$ cat config.mk
export PLATFORM = sky130hd
export DESIGN_NAME = fft_operand_feeder
export DESIGN_NICKNAME = d
export VERILOG_FILES = /design/src/rtl/fft_operand_feeder.sv
export SDC_FILE = /design/constraint.sdc
export NUM_CORES = 1
export LEC_CHECK = 0
export BUFFER_PORTS_ARGS = -buffer_cell sky130_fd_sc_hd__buf_2
export CORE_MARGIN = 4
export CORE_UTILIZATION = 30
export CTS_BUF_LIST = sky130_fd_sc_hd__clkbuf_8
export DETAILED_ROUTE_END_ITERATION = 16
export PLACE_DENSITY_LB_ADDON = 0.2
export RECOVER_POWER = 50
export SLEW_MARGIN = 5
export SYNTH_ARGS = -nofsm -noshare
export SYNTH_HDL_FRONTEND = slang
export SYNTH_SLANG_ARGS = --single-unit
$ cat constraint.sdc
create_clock -name clk -period 7.05 [get_ports clk]
set_input_delay 0.3525 -clock clk [delete_from_list [all_inputs] [get_ports clk]]
set_output_delay 0.3525 -clock clk [all_outputs]
set_load 0.02 [all_outputs]
$ cat src/rtl/fft_operand_feeder.sv
// Operand source for the first radix-2 DIF stage of a 16-point FFT: gathers one
// 16-sample frame, then presents the 8 butterfly pairs (buf[k], buf[k+8], W16^k).
module fft_operand_feeder (
    input  logic        clk,
    input  logic        rst_n,
    input  logic        in_valid,
    output logic        in_ready,
    input  logic [15:0] in_re,
    input  logic [15:0] in_im,
    output logic        out_valid,
    input  logic        out_ready,
    output logic [15:0] xr,
    output logic [15:0] xi,
    output logic [15:0] yr,
    output logic [15:0] yi,
    output logic [15:0] wr,
    output logic [15:0] wi,
    output logic [2:0]  out_idx,
    output logic        out_last
);

    typedef enum logic {LOAD, ISSUE} state_t;

    state_t state, state_next;
    logic [3:0] wcnt;
    logic [2:0] k;
    logic [2:0] k_load;
    logic       in_fire, out_fire, load_pair;

    logic signed [15:0] sample_re [16];
    logic signed [15:0] sample_im [16];

    // W16^k in Q1.15, {real, imag}
    function automatic logic [31:0] twiddle(input logic [2:0] idx);
        logic [31:0] w;
        case (idx)
            3'd0:    w = 32'h7FFF_0000;
            3'd1:    w = 32'h7642_CF04;
            3'd2:    w = 32'h5A82_A57E;
            3'd3:    w = 32'h30FC_89BE;
            3'd4:    w = 32'h0000_8001;
            3'd5:    w = 32'hCF04_89BE;
            3'd6:    w = 32'hA57E_A57E;
            default: w = 32'h89BE_CF04;
        endcase
        return w;
    endfunction

    always_comb begin
        state_next = state;
        in_ready   = (state == LOAD);
        out_valid  = (state == ISSUE);
        in_fire    = in_valid && (state == LOAD);
        out_fire   = out_ready && (state == ISSUE);
        load_pair  = 1'b0;
        k_load     = k;
        case (state)
            LOAD: begin
                if (in_fire && wcnt == 4'd15) begin
                    state_next = ISSUE;
                    load_pair  = 1'b1;
                    k_load     = 3'd0;
                end
            end
            ISSUE: begin
                if (out_fire) begin
                    if (k == 3'd7) begin
                        state_next = LOAD;
                    end else begin
                        load_pair = 1'b1;
                        k_load    = k + 3'd1;
                    end
                end
            end
            default: state_next = LOAD;
        endcase
    end

    always_ff @(posedge clk or negedge rst_n) begin
        if (!rst_n) begin
            state    <= LOAD;
            wcnt     <= 4'd0;
            k        <= 3'd0;
            xr       <= 16'd0;
            xi       <= 16'd0;
            yr       <= 16'd0;
            yi       <= 16'd0;
            wr       <= 16'd0;
            wi       <= 16'd0;
            out_last <= 1'b0;
        end else begin
            state <= state_next;
            if (in_fire) begin
                wcnt <= wcnt + 4'd1;
            end
            // Pair 0 reads buf[0]/buf[8], both written before the closing handshake
            if (load_pair) begin
                k        <= k_load;
                xr       <= sample_re[{1'b0, k_load}];
                xi       <= sample_im[{1'b0, k_load}];
                yr       <= sample_re[{1'b1, k_load}];
                yi       <= sample_im[{1'b1, k_load}];
                {wr, wi} <= twiddle(k_load);
                out_last <= (k_load == 3'd7);
            end else if (out_fire && k == 3'd7) begin
                k        <= 3'd0;
                out_last <= 1'b0;
            end
        end
    end

    // Frame storage carries no reset; wcnt restarting at 0 discards stale data
    always_ff @(posedge clk) begin
        if (in_fire) begin
            sample_re[wcnt] <= $signed(in_re);
            sample_im[wcnt] <= $signed(in_im);
        end
    end

    assign out_idx = k;

endmodule

Word-level counts from Yosys, hierarchy flattened
Memory sizes are Yosys's and may differ from the RTL's. A register that Yosys moved wholly into a read port is not among the register bits.
Cells that the tools add are included.
Storage, ports and cells
  memory bits (writable): 512
  register bits: 41
  logic and storage cells: 47
  output and inout port bits: 102
  memories kept: 2
  input port bits: 36
Cells by class
  muxes and demuxes: 17
  bitwise gates (word level): 1
  eq/ne operators: 9
  add/subtract/negate cells: 2
  reduce and logical (&&, ||, !) cells: 10
Memory list
  sample_im: words 16, width 16, rd ports 2, clocked after memory_dff 2, write ports 1, RTL line 31  | logic signed [15:0] sample_im [16];
  sample_re: words 16, width 16, rd ports 2, clocked after memory_dff 2, write ports 1, RTL line 30  | logic signed [15:0] sample_re [16];
Operator list (number)
  one-hot mux 32 bit (7 select lines): 1
  equality test 3 bit (second input constant): 5
  2-to-1 mux 3 bit: 5
  2-to-1 mux 1 bit: 8
  equality test 3 x 2 -> 1 bit (second input constant): 2
  one-hot mux 3 bit (2 select lines): 1
  adder 4 x 1 -> 4 bit (second input constant): 1
  equality test 4 bit (second input constant): 1
  logical AND 1 bit: 4
  zero test 1 bit: 4
  one-hot mux 1 bit (2 select lines): 2
  adder 3 x 1 -> 3 bit (second input constant): 1
  equality test 3 x 1 -> 1 bit (second input constant): 1
  zero test 3 bit: 1
  nonzero test 2 bit: 1
  inverter 1 bit: 1

Depth between registers and ports, before layout
  depth after elaboration: 7
  mapped depth: 11
  gate-level depth less buffers: 8

Worst setup path after synthesis
OpenSTA, ideal clock, no wires.
  path kind: register to register
  start point: register state (netlist: out_valid)
  end point: memory sample_im[0][0] (enable)
  path buffers: 1
  data required time: 6.589 ns
  slack: 3.401 ns
  setup time: 0.461 ns
  period minus slack after synthesis: 3.649 ns
  cell stages (with the launch flop): 5
  arrival: 3.188 ns
  cells stage by stage: dfrtp_1 nor2b_1 clkbuf_1 nand2_1 nor3_1
Between the ends
  cells in the longest elaborated chain, start to end: 4
Ends and longest elaborated chain
  start: declaration: RTL line 24  | state_t state, state_next;
  start signal: assignment: RTL line 92  | state <= state_next;
  inverter 1 bit
  logical AND 1 bit: RTL line 53  | in_fire = in_valid && (state == LOAD);
  2-to-1 mux 1 bit: RTL line 114  | if (in_fire) begin
  2-to-1 mux 1 bit (implied by the code): RTL line 116  | sample_im[wcnt] <= $signed(in_im);
  end: declaration: RTL line 31
No other way between the ends.

Worst setup path in the final report
  start point: register k[0] (netlist: out_idx[0])
  end point: register yi[11] (read register of sample_im)
Between the ends
  cells in the longest elaborated chain, start to end: 4
  elaborated cells on any way between the ends: 9
  classes of those cells: 1 x add/sub; 1 x eq/ne; 7 x mux
Ends and longest elaborated chain
  start: declaration: RTL line 26  | logic [2:0] k;
  start signal: assignment: RTL line 98  | k <= k_load;
  adder 3 x 1 -> 3 bit or equality test 3 bit (tied branches): RTL line 71, 67
  2-to-1 mux 3 bit or 2-to-1 mux 1 bit (tied branches): RTL line 67  | if (k == 3'd7) begin
  2-to-1 mux 3 bit or 2-to-1 mux 1 bit (tied branches): RTL line 66  | if (out_fire) begin
  one-hot mux 3 bit (2 select lines) or one-hot mux 1 bit (2 select lines) (tied branches): RTL line 57  | case (state)
  end: declaration: RTL line 15  | output logic [15:0] yi,
Parallel ways exist; a longest one is shown, timed or not.
A chain may end at the register's enable or synchronous reset.

==> out/results.tsv <==
stage	metric	value	unit
outcome	status	finished, violations left	
outcome	violations	max-capacitance violations, max-slew violations	
drt	avgRoutedWirePerCell	24.3	um
sta	finalSetupTns	0	ps
drt	routed_via_density	4.89	
worst_setup_path	crit_slowest_cell	buf_4	
drt	drtIter0Drc	1078	
logic_synthesis	async_flop_share	0.155	
worst_setup_path	crit_chain	ha_1 > and2_4 > o22a_4 > a21oi_4 > buf_12 > nand2_4 > buf_4 > o211ai_1 > a22o_1	
worst_setup_path	reg2regPathDepth	9	
grt	grt_pass1_wl	101000	um
final_layout	layout.nets	1773	
sta	min_period_over_period	0.532	
grt	grt_use_met2	0.269	
grt	grt_overflow	0	
worst_setup_path	cp_max_fo	69	
pwr	ir_drop	720	uV
worst_setup_path	criticalPathCategory	reg2reg	
placement	place.gp.congestion	0.702	
logic_synthesis	synthesis.area	24000	um^2
worst_setup_path	r2r_slack	3300	ps
placement	dpl-instance-area	25900	um^2
floorplan	rows	103	
sta	fin_crit	3750	ps
grt	grtUsageMet1	0.210	
worst_hold_path	hold_end	sample_im[6][14]	
sta	setup_viol	0	
logic_synthesis	synth_edf_count	512	
worst_setup_path	cp.required	7610	ps
grt	grt_max_degree	136	
final_layout	drive_gt1_frac	0.138	
final_layout	finalCoreUtilization	0.351	
worst_setup_path	crit_start	out_idx[0]	
worst_hold_path	hold_class	in2reg	
clock_network	cts-buffers-inserted	98	
clock_network	postCtsSetupBuffers	0	
final_layout	finalInstanceArea	27800	um^2
clock_network	clock-sinks	606	
final_layout	layout.cells.most_common	edfxtp_1	
pwr	totalPowerFinal	11.9	mW
sta	finalMaxSlewViolations	44	
logic_synthesis	synth_fp_nets	1597	
logic_synthesis	synthFlopType	edfxtp_1	
drt	drc	0	
sta	slew_headroom	-0.931	
clock_network	clkLatencyLatePin	690	ps
drt	drtAntennaViolNets	0	
placement	dpl.hpwl	34000	um
floorplan	io_pins	138	
logic_synthesis	seq_area_frac_synth	0.738	
logic_synthesis	synth_cell_types	46	
sta	fin_skew	29.4	ps
placement	port_buffers	136	
worst_setup_path	cp_num_buf_inv	2	
clock_network	clk_path_buf_depth	3	
worst_setup_path	critPathTopFamily	buffers and inverters	
clock_network	cts-hold-fix-buffers	24	
grt	antenna_found_initial	4	
worst_setup_path	r2r_end	yi[11]	
grt	use_met3	0.0352	
worst_setup_path	critPathCaptureType	flip-flop	
clock_network	ctsResizeCount	0	
clock_network	cts_tree	done	
worst_setup_path	worst_ep_arrival_time	4310	ps
drt	drt_wl_total	69700	um
grt	grt_pass1_vias	14500	
floorplan	start_util	0.303	
pwr	powerDensity	429	nW/um^2
clock_network	clkTransAtPathRegs	60	ps
sta	finalHoldViolations	0	
final_layout	syn_to_final_growth	15.7	%
clock_network	htree_levels	3	
worst_setup_path	crit-reg2reg-launch	out_idx[0]	
final_layout	fill_cells	7666	
floorplan	die_w	291	um
logic_synthesis	ys_ff_latch	606	
worst_setup_path	setup.worst_path.start_class	flip-flop	
worst_setup_path	worst_path_largest_cell_delay	880	ps
logic_synthesis	yosys_warnings	0	
grt	grt.busiest_layer	met2	
grt	grtUsageTotal	0.162	
sta	max_freq	267	MHz
worst_hold_path	min_path_cells	1	
clock_network	cts_root_buffer	clkbuf_8	
logic_synthesis	synthesis.instances	1556	
worst_hold_path	hp-start	in_im[14]	
logic_synthesis	syn_area_per_cell	15.4	um^2
drt	vias	14000	
sta	rsz0062_at_grt	false	
drt	dr.pass1.iters	5	
final_layout	final_cell_mix	edfxtp_1, nand2_1, nor2_1	
floorplan	core-area	79100	um^2
sta	tightestPinTransition	2900	ps
floorplan	die_y	291	um
pwr	power_leakage	9.66	nW
run	cap_viol_max_count	1	
floorplan	dieArea	84600	um^2
==> cells by family after synthesis <==
family,after synthesis,share of synthesized area
buffers and inverters,117,0.0225
adders and majority gates,5,0.00261
muxes,130,0.0876
DFF,606,0.738
xor gates and xnor gates,7,0.00255
other,1,0.000156
AOI/OAI and AO/OA,230,0.0681
and+or+nand+nor,460,0.0782
==> state kept, by name (all words and copies together), names as in the netlist <==
name,flops
out_idx,3
out_last,1
out_valid,1
sample_im,256
sample_re,256
wcnt,4
wi,9
wr,12
xi,16
xr,16
yi,16
yr,16
==> routing by layer <==
metal  wire length (um)  share of wire
met4               1830          0.026
met2              33900           0.49
met3               4160          0.060
met5                 13        0.00019
met1              29800           0.43
==> area by class of cell <==
cell class / count / area, um^2 / area share
inverter: 6 / 25.0 / 0.000901
multi-input combinational: 833 / 5890 / 0.212
tap: 1050 / 1310 / 0.0473
sequential: 606 / 17700 / 0.638
clock buffer: 105 / 1450 / 0.0520
clock inverter: 78 / 383 / 0.0138
antenna: 3 / 7.51 / 0.000270
timing repair buffer: 187 / 987 / 0.0355
==> power by group <==
group | internal (mW) | leakage, nW | switching [mW]
Clock | 1.45 | 1.11 | 1.40
Sequential | 4.36 | 5.78 | 0.342
Combinational | 1.60 | 2.77 | 2.78
Total | 7.41 | 9.66 | 4.52
==> through the flow <==
step	setup slack (ps)	hold WS, ps	cells
2_1_floorplan	3400	56.9	1556
3_3_place_gp	3350	438	2658
3_5_place_dp	3310	450	2658
4_1_cts	3290	0.278	2865
5_1_grt	3060	160	2866
6_report	3300	201	2868
==> worst reg2reg max path: stages (launching register included) <==
cell and delay [ps]:
dfrtp_4 640, ha_1 360, and2_4 250, o22a_4 420, a21oi_4 110, buf_12 300
nand2_4 150, buf_4 880, o211ai_1 250, a22o_1 260
==> worst max-delay path by stage <==
stage / endpoint / slack, ps / cells past startpoint
2_1_floorplan: sample_im[0][0] / 3400 / 4
3_3_place_gp: yr[4] / 3350 / 9
3_5_place_dp: yi[12] / 3310 / 9
4_1_cts: xi[3] / 3290 / 9
5_1_grt: out_idx[0] / 3060 / 3
6_report: yi[11] / 3300 / 9
==> cell usage after synthesis, drive strengths merged, types with 5 or more instances <==
library cell / count / area (um^2)
mux2i: 65 / 651
o21ai: 70 / 350
nand3: 67 / 335
edfxtp: 512 / 15400
ha: 5 / 62.6
buf: 46 / 273
mux4: 64 / 1440
o211ai: 64 / 480
nand2: 223 / 837
a22o: 67 / 587
a21oi: 10 / 65.1
nor3: 5 / 36.3
dfrtp: 94 / 2350
xnor2: 5 / 43.8
nor2: 152 / 571
inv: 6 / 22.5
clkbuf: 65 / 244
Power figures use the tool's default switching activity.
